--- src/rtl/key_event_unit.sv ---
// Multi-channel push-button conditioner: synchroniser, debounce, edge qualification,
// pulse stretching, long-press strobe and write-1-to-clear sticky event flags.
module key_event_unit #(
    parameter int unsigned WIDTH         = 2,
    parameter string       POLARITY      = "LOW",
    parameter int unsigned TIMEOUT       = 50000,
    parameter int unsigned TIMEOUT_WIDTH = 16,
    parameter int unsigned PULSE_EXT     = 1,
    parameter int unsigned LONG_CYCLES   = 50000000,
    parameter int unsigned LONG_WIDTH    = 26
) (
    input  logic               clk,
    input  logic               rst_n,
    input  logic [WIDTH-1:0]   data_in,
    input  logic [2*WIDTH-1:0] edge_mode,
    input  logic [WIDTH-1:0]   event_clr,
    output logic [WIDTH-1:0]   level_out,
    output logic [WIDTH-1:0]   pulse_out,
    output logic [WIDTH-1:0]   long_out,
    output logic [WIDTH-1:0]   event_pending,
    output logic               irq
);

    // Idle pin level; also the synchroniser reset value so reset release is edge-free.
    localparam logic ActiveLow  = (POLARITY == "LOW");
    localparam int unsigned PulseWidth = $clog2(PULSE_EXT + 1);

    logic [WIDTH-1:0] pend_vec;
    logic             irq_q;

    for (genvar i = 0; i < WIDTH; i++) begin : g_chan
        logic                     sync1_q, sync2_q;
        logic                     pressed;
        logic                     level_q, level_d;
        logic                     level_prev_q;
        logic [TIMEOUT_WIDTH-1:0] deb_cnt_q, deb_cnt_d;
        logic [1:0]               mode;
        logic                     rise, fall, edge_acc;
        logic [PulseWidth-1:0]    pulse_cnt_q, pulse_cnt_d;
        logic [LONG_WIDTH-1:0]    long_cnt_q, long_cnt_d;
        logic                     long_q, long_d;
        logic                     pend_q, pend_d;

        always_ff @(posedge clk or negedge rst_n) begin
            if (!rst_n) begin
                sync1_q <= ActiveLow;
                sync2_q <= ActiveLow;
            end else begin
                sync1_q <= data_in[i];
                sync2_q <= sync1_q;
            end
        end

        assign pressed = sync2_q ^ ActiveLow;

        // Accept a new level only after TIMEOUT consecutive differing samples.
        always_comb begin
            level_d   = level_q;
            deb_cnt_d = '0;
            if (pressed != level_q) begin
                if (deb_cnt_q == TIMEOUT_WIDTH'(TIMEOUT - 1)) begin
                    level_d = ~level_q;
                end else begin
                    deb_cnt_d = deb_cnt_q + 1'b1;
                end
            end
        end

        assign mode     = edge_mode[2*i +: 2];
        assign rise     = level_q & ~level_prev_q;
        assign fall     = ~level_q & level_prev_q;
        assign edge_acc = (rise & mode[0]) | (fall & mode[1]);

        always_comb begin
            pulse_cnt_d = pulse_cnt_q;
            if (edge_acc) begin
                pulse_cnt_d = PulseWidth'(PULSE_EXT);
            end else if (pulse_cnt_q != '0) begin
                pulse_cnt_d = pulse_cnt_q - 1'b1;
            end
        end

        // Counter saturates at LONG_CYCLES so each press yields a single strobe.
        always_comb begin
            long_cnt_d = long_cnt_q;
            if (!level_q) begin
                long_cnt_d = '0;
            end else if (long_cnt_q != LONG_WIDTH'(LONG_CYCLES)) begin
                long_cnt_d = long_cnt_q + 1'b1;
            end
        end

        assign long_d = level_q && (long_cnt_q == LONG_WIDTH'(LONG_CYCLES - 1));

        // Set has priority over a simultaneous clear.
        assign pend_d = (pend_q & ~event_clr[i]) | edge_acc | long_d;

        always_ff @(posedge clk or negedge rst_n) begin
            if (!rst_n) begin
                level_q      <= 1'b0;
                level_prev_q <= 1'b0;
                deb_cnt_q    <= '0;
                pulse_cnt_q  <= '0;
                long_cnt_q   <= '0;
                long_q       <= 1'b0;
                pend_q       <= 1'b0;
            end else begin
                level_q      <= level_d;
                level_prev_q <= level_q;
                deb_cnt_q    <= deb_cnt_d;
                pulse_cnt_q  <= pulse_cnt_d;
                long_cnt_q   <= long_cnt_d;
                long_q       <= long_d;
                pend_q       <= pend_d;
            end
        end

        assign level_out[i]     = level_q;
        assign pulse_out[i]     = (pulse_cnt_q != '0);
        assign long_out[i]      = long_q;
        assign event_pending[i] = pend_q;
        assign pend_vec[i]      = pend_q;
    end

    always_ff @(posedge clk or negedge rst_n) begin
        if (!rst_n) begin
            irq_q <= 1'b0;
        end else begin
            irq_q <= |pend_vec;
        end
    end

    assign irq = irq_q;

endmodule

--- config.mk ---
export PLATFORM = sky130hd
export DESIGN_NAME = key_event_unit
export DESIGN_NICKNAME = d
export VERILOG_FILES = /design/src/rtl/key_event_unit.sv
export SDC_FILE = /design/constraint.sdc
export NUM_CORES = 1
export LEC_CHECK = 0
export ABC_AREA = 1
export CAP_MARGIN = 20
export CORE_MARGIN = 8
export CORE_UTILIZATION = 50
export DETAILED_ROUTE_END_ITERATION = 8
export PLACE_DENSITY_LB_ADDON = 0.05
export SLEW_MARGIN = 20
export SYNTH_ARGS = -nofsm -noshare
export SYNTH_HDL_FRONTEND = slang
export SYNTH_SLANG_ARGS = --single-unit
--- constraint.sdc ---
create_clock -name clk -period 1.56 [get_ports clk]
set_input_delay 0.468 -clock clk [delete_from_list [all_inputs] [get_ports clk]]
set_output_delay 0.468 -clock clk [all_outputs]
set_load 0.02 [all_outputs]
==> results.md, run 1 <==
* DPL Wire Length at 8970 µm
* Finished Core Util at 0.580
* Die width at around 120 µm
* Pwr Total at roughly 4600 µW
* First DRT Iteration DRCs at about 360
* Antenna cells at 0
* Clock sinks at just under 100
* Dpl cell area at ~0.0060 mm²
* Post-synthesis sequential area ratio at 0.450
* Int Pwr at 3600 µW
* Worst Hold Class: reg2reg
* Cell Chain, Critical Path: clkdlybuf4s15_1
* Number of synthesized register bits at 99
* Main area contributors after synthesis: dfrtp_1, nand2_1, nor2_1, inv_1, nand3_1
* Reg power frac at 0.564
* Final net count at ~820
* # DRC at 0
* Vias in the first global route at 4,713
* Synth Cell Area at about 0.0055 mm²
* Post-Synthesis Cells at 759
* Number of synthesized flops with an enable pin at 0
* I/O Buffers at 18
* WL per Instance at around 13 µm
* CTS tree: built
* Critical path arrival at between 1 and 1.5 ns
* Cts bufs inserted at 9
* Area share of the largest cell type after synthesis at 0.431
* Final worst-path cycle share at 0.967
* Die area at between 0.01 and 0.015 mm²
* Library cells used by synthesis at 31
* GRT Residual Overflow at 0
* Largest net degree at the start of global routing at 29
* Combinational share of power at 0.033
* Most used DFF post-synth: dfrtp_1
* Cell Rows at 38
* Crit path kind: reg2out
* Rel. slew slack at 0.715
* Layout cell share with drive strength beyond 1 at 0.117
* Max_cap viols at 0
* CP Launch Type: flip-flop
* Sw frac at 0.219
* Avg Inst Size Synth at approximately 7.3 µm²
* Worst Max-Slew Pin Slew at 0.427 ns
* CTS Root Cell: clkbuf_8
* Cell with the most instances after synthesis: nand2_1
* Crit path max-delay family: flip-flops
* Commonest cells in the netlist: nand2_1, nor2_1, dfrtp_1, inv_1, nand3_1
* CP peak stage delay at 0.37 ns
* Final hold viol count at 0
* Worst Path Required at ~1.1 ns
* WL final at between 10,000 and 15,000 µm
* Synth area leader: dfrtp_1
* Maximum VDD drop at roughly 0.00054 V
* Syn Nets at 777
* Worst Clk Skew at 0.0119 ns
* I/O Pins at 19
* Leakage power at approximately 0.0027 µW
* Global placement routability congestion at approximately 0.9
* Status: complete, no violations
* Via density at about 5.0
* Core Area at between 0.01 and 0.015 mm²
* Worst hold margin at 0.362 ns
* Yosys Warn Count at 0
* Initial Util at 0.511
* Global-route wire length before repair at about 21,000 µm
* Initial antenna violation count at 0
* Max frequency at about 0.66 GHz
* Bufs on Longest Clock Path at 2
* Worst-Skew Late Latency at between 0.3 and 0.4 ns
* Tmin final at about 1.5 ns
* P_sw at about 1000 µW
* Clock transition at path regs at 0.10 ns
* Die H at 121 µm
* Antenna violation net count after detailed routing at 0
* Critical Path End Type: output pin
* # setup viols final at 0
* Power per Cell Area at 736 mW/mm²
* Vias at 4,714
* Total GRT Usage at 0.177
* RSZ-0062 raised after global routing: yes
* CP max FO at 1
* H-tree Lvls at 3
* Fillcell total at a little over 1,000
* Drt first pass iters at 5
* Worst path bufs/invs at 1
* Fin. max-slew vios at 0
* Fraction of registers with async set/reset at 1.00
* Final Instance Area at 0.00626 mm²
* Max stage delay cell, worst path: dfrtp_1
* Clock share of power at 0.403
* Area Overhead vs Synth at 13.4%
## per-layer routing
layer / up-vias / global-route usage / share of wire / wire length [µm]
li1: 2427 / - / - / -
met1: 2207 / 0.224 / 0.49 / 5840
met2: 69 / 0.288 / 0.46 / 5430
met3: 11 / 0.0428 / 0.042 / 495
met4: 0 / 0.0632 / 0.013 / 155
met5: - / 0 / 0 / 0
## path summary, 6_finish.rpt
| check | startpoint | end | slack [ns] | cells after the start |
|---|---|---|---|---|
| hold reg to reg | g_chan[1].sync1_q | g_chan[1].sync2_q | 0.36 | 0 |
| max in group asynchronous | rst_n | g_chan[1].long_cnt_q[20] | 0.52 | 3 |
| hold / removal | g_chan[1].sync1_q | g_chan[1].sync2_q | 0.36 | 0 |
| setup reg to reg | g_chan[0].long_cnt_q[0] | g_chan[0].long_cnt_q[20] | 0.11 | 8 |
| min in group asynchronous | rst_n | g_chan[1].long_cnt_q[5] | 0.56 | 2 |
| setup / recovery | g_chan[0].pulse_cnt_q | pulse_out[0] | 0.05 | 1 |
## power by group through the flow
stage	Clock, µW	Combinational [µW]	Sequential, µW
floorplan	0	38.2	2650
global placement	0	151	2650
detailed placement	0	152	2650
CTS	1940	155	2600
global route	2010	177	2600
finish	1860	151	2600
## area by class of cell
type                    instances  area [µm²]  area share
multi-input cells             564        2670       0.427
clock inverters                 4        73.8      0.0118
clock buffers                  12         145      0.0232
flip-flops and latches         99        2480       0.397
well taps                     140         175      0.0280
inverters                      82         312      0.0498
repair buffers                 43         398      0.0636
## kinds of logic (layout without fill, tap and decap cells)
logic type / after synthesis / count (layout) / share of synthesized area
and+or+nand+nor: 472 / 472 / 0.362
DFF: 99 / 99 / 0.450
buffers and inverters: 96 / 141 / 0.0712
AOI/OAI and AO/OA: 57 / 57 / 0.0560
xor gates and xnor gates: 27 / 27 / 0.0428
adders and majority gates: 8 / 8 / 0.0181
## layout by cell type (no fill, tap or decap), types with 10 or more instances in the layout
| cell type | netlist | layout |
|---|---|---|
| clkbuf_8 | 0 | 10 |
| nor3_1 | 11 | 11 |
| nor2_1 | 170 | 168 |
| nand3_1 | 49 | 48 |
| dfrtp_1 | 95 | 94 |
| a21oi_1 | 29 | 29 |
| buf_4 | 8 | 20 |
| nor2_2 | 16 | 17 |
| inv_1 | 76 | 75 |
| xor2_1 | 18 | 18 |
| nand2_1 | 195 | 195 |
| o21ai_0 | 20 | 20 |
## state kept, by name (all words and copies together) (netlist names)
register             flops
g_chan.deb_cnt_q        32
g_chan.level_prev_q      2
g_chan.level_q           2
g_chan.long_cnt_q       52
g_chan.long_q            2
g_chan.pend_q            2
g_chan.pulse_cnt_q       2
g_chan.sync1_q           2
g_chan.sync2_q           2
irq                      1
## per-stage QoR
| stage | worst slack, ns | TNS [ns] | std cells |
|---|---|---|---|
| after floorplan | 0.188 | 0 | 759 |
| after global placement | 0.0263 | 0 | 926 |
| after detailed placement | 0.0474 | 0 | 926 |
| after CTS | 0.000377 | 0 | 943 |
| after global routing | -0.0427 | -0.0873 | 944 |
| final | 0.0515 | 0 | 944 |
## what timing repair did
action / 4_1_cts / 5_1_grt
endpoints found under the setup margin: 9 / 23
hold endpoints to repair: 2 / 0
pin swaps: 0 / 1
setup buffers: 0 / 1
hold buffers: 1 / 0
gates resized for setup: 20 / 16
(Power assumes the default switching activity.)
==> run 2, diff against run 1 <==
--- a/config.mk
+++ b/config.mk
@@ -7,8 +7,10 @@
 export LEC_CHECK = 0
 export ABC_AREA = 1
 export CAP_MARGIN = 20
+export CELL_PAD_IN_SITES_DETAIL_PLACEMENT = 0
+export CELL_PAD_IN_SITES_GLOBAL_PLACEMENT = 2
 export CORE_MARGIN = 8
-export CORE_UTILIZATION = 50
+export CORE_UTILIZATION = 36
 export DETAILED_ROUTE_END_ITERATION = 8
 export PLACE_DENSITY_LB_ADDON = 0.05
 export SLEW_MARGIN = 20
==> run 2 against run 1 <==
Net effect: first-iteration DRC count fell by 23%; clock power is 23% higher; clock skew fell by 0.0043 ns; critical path type unchanged.
==> results.md, run 2 (synthesis results as in run 1) <==
* # DRC at 0 (unchanged)
* H-tree Lvls at 3 (unchanged)
* Vias at 4,700 (was 4,714)
* Die H at 140 µm (was 121 µm)
* Global-route wire length before repair at 22,700 µm (was 21,100 µm)
* WL per Instance at 13.4 µm (was 12.6 µm)
* Worst Hold Class: in2async (was reg2reg)
* Via density at 4.70 (was 4.99)
* Top Registers: g_chan.long_cnt_q (52), g_chan.deb_cnt_q (32) (unchanged)
* Final net count at 826 (was 817)
* Worst-Skew Late Latency at 0.35 ns (was 0.39 ns)
* Worst Path Required at 1.09 ns (about the same)
* Largest register FFs at 52 (unchanged)
* Total GRT Usage at 0.143 (was 0.177)
* Final hold viol count at 0 (unchanged)
* Area Overhead vs Synth at 17.3% (was 13.4%)
* Largest net degree at the start of global routing at 60 (was 29)
* Pre-CTS setup slack at -0.0301 ns (was 0.0474 ns)
* Status: complete, no violations (unchanged)
* Antenna violation net count after detailed routing at 0 (unchanged)
* Layout cell share with drive strength beyond 1 at 0.135 (was 0.117)
* Worst path bufs/invs at 1 (unchanged)
* Cell Rows at 45 (was 38)
* CTS Root Cell: clkbuf_16 (was clkbuf_8)
* Clock transition at path regs at 0.07 ns (was 0.10 ns)
* Die width at 140 µm (was 121 µm)
* Vias in the first global route at 4,532 (was 4,713)
* Sw frac at 0.218 (was 0.219)
* Maximum VDD drop at 0.000509 V (was 0.000543 V)
* CTS tree: built (unchanged)
* First DRT Iteration DRCs at 278 (was 362)
* Tmin final at 1.52 ns (was 1.51 ns)
* Critical path arrival at 1.05 ns (was 1.04 ns)
* RSZ-0062 raised after global routing: yes (unchanged)
* Finished Core Util at 0.429 (was 0.580)
* Reg power frac at 0.517 (was 0.564)
* CP max FO at 2 (was 1)
* Initial Util at 0.366 (was 0.511)
* R2r setup slk at 0.12 ns (was 0.11 ns)
* Die area at 0.0195 mm² (was 0.0147 mm²)
* Initial antenna violation count at 0 (unchanged)
* Cell Chain, Critical Path: dlygate4sd2_1 (was clkdlybuf4s15_1)
* Cts bufs inserted at 9 (unchanged)
* Global placement routability congestion at 0.790 (was 0.898)
* CP peak stage delay at 0.38 ns (was 0.37 ns)
* Clock share of power at 0.454 (was 0.403)
* I/O Pins at 19 (unchanged)
* Worst Max-Slew Pin Slew at 0.353 ns (was 0.427 ns)
* Bufs on Longest Clock Path at 2 (unchanged)
* Power per Cell Area at 777 mW/mm² (was 736 mW/mm²)
* Most common cell after layout, fill and taps aside: nand2_1 (unchanged)
* Fin. max-slew vios at 0 (unchanged)
* Max_cap viols at 0 (unchanged)
* Max stage delay cell, worst path: dfrtp_1 (unchanged)
* Antenna cells at 0 (unchanged)
* Max frequency at 0.658 GHz (was 0.663 GHz)
* Worst Clk Skew at 0.00751 ns (was 0.0119 ns)
* Combinational share of power at 0.029 (was 0.033)
* Critical Path End Type: output pin (unchanged)
* Core Area at 0.0151 mm² (was 0.0108 mm²)
* Most frequent cells in the layout: nand2_1, nor2_1, dfrtp_1, inv_1, nand3_1 (unchanged)
* Clock sinks at 99 (unchanged)
* GRT Residual Overflow at 0 (unchanged)
* WL final at 13,400 µm (was 11,900 µm)
* Leakage power at 0.00277 µW (was 0.00268 µW)
* Int Pwr at 3930 µW (was 3600 µW)
* Final setup margin at 0.0398 ns (was 0.0515 ns)
* CP Launch Type: flip-flop (unchanged)
* Crit path max-delay family: flip-flops (unchanged)
* Rel. slew slack at 0.764 (was 0.715)
* P_sw at 1090 µW (was 1010 µW)
* I/O Buffers at 18 (unchanged)
* Reg with most FFs: g_chan.long_cnt_q (unchanged)
* Crit path kind: reg2out (unchanged)
* Drt first pass iters at 5 (unchanged)
* Final worst-path cycle share at 0.975 (was 0.967)
* DPL Wire Length at 10,200 µm (was 8970 µm)
* # setup viols final at 0 (unchanged)
-- run 2: power groups by stage --
stage	clock network (µW)	registers (µW)	logic [µW]
global route	2440	2600	174
finish	2280	2600	147
CTS	2380	2600	151
floorplan	0	2650	38.2
detailed placement	0	2650	150
global placement	0	2650	150
-- run 2: area by class of cell --
| type | count | area (µm²) |
|---|---|---|
| Clock buffer | 12 | 246 |
| Clock inverter | 4 | 50.0 |
| Fill cell | 1588 | 8620 |
| Inverter | 82 | 308 |
| Multi-Input combinational cell | 564 | 2680 |
| Sequential cell | 99 | 2490 |
| Tap cell | 188 | 235 |
| Timing Repair Buffer | 52 | 465 |
-- run 2: worst paths after layout --
path / from / cells after the start / endpoint
worst min register to register: g_chan[0].sync1_q / 0 / g_chan[0].sync2_q
worst max register to register: g_chan[1].deb_cnt_q[0] / 9 / g_chan[1].level_q
max in group asynchronous: rst_n / 2 / g_chan[0].sync1_q
worst min-delay path: rst_n / 2 / g_chan[1].deb_cnt_q[12]
min in group clk: g_chan[0].sync1_q / 0 / g_chan[0].sync2_q
worst max-delay path: g_chan[1].pend_q / 1 / event_pending[1]
-- run 2: through the flow --
step	total power (µW)	TNS [ns]	area (µm²)	hold slack (ns)	std cells
detailed placement	2800	-0.0606	6100	0.355	980
floorplan	2680	0	5520	0.172	759
global route	5210	-0.00199	6470	0.122	1001
CTS	5120	0	6390	0.102	996
finish	5030	0	6470	0.104	1001
global placement	2800	-0.0638	6100	0.347	980
-- run 2: timing repair --
action                                  CTS  global route
setup buffers                             0             5
endpoints found under the setup margin   12            36
hold buffers                              0             0
pin swaps                                 0             3
resized for setup                        15            16
cloned                                    0             0
-- run 2: metal layers --
| layer | wire length, µm | global-route usage | vias up |
|---|---|---|---|
| met5 | 0 | 0 | - |
| met4 | 187 | 0.0480 | 0 |
| met3 | 517 | 0.0243 | 11 |
| met2 | 5860 | 0.218 | 58 |
| met1 | 6870 | 0.202 | 2168 |
| li1 | - | - | 2463 |
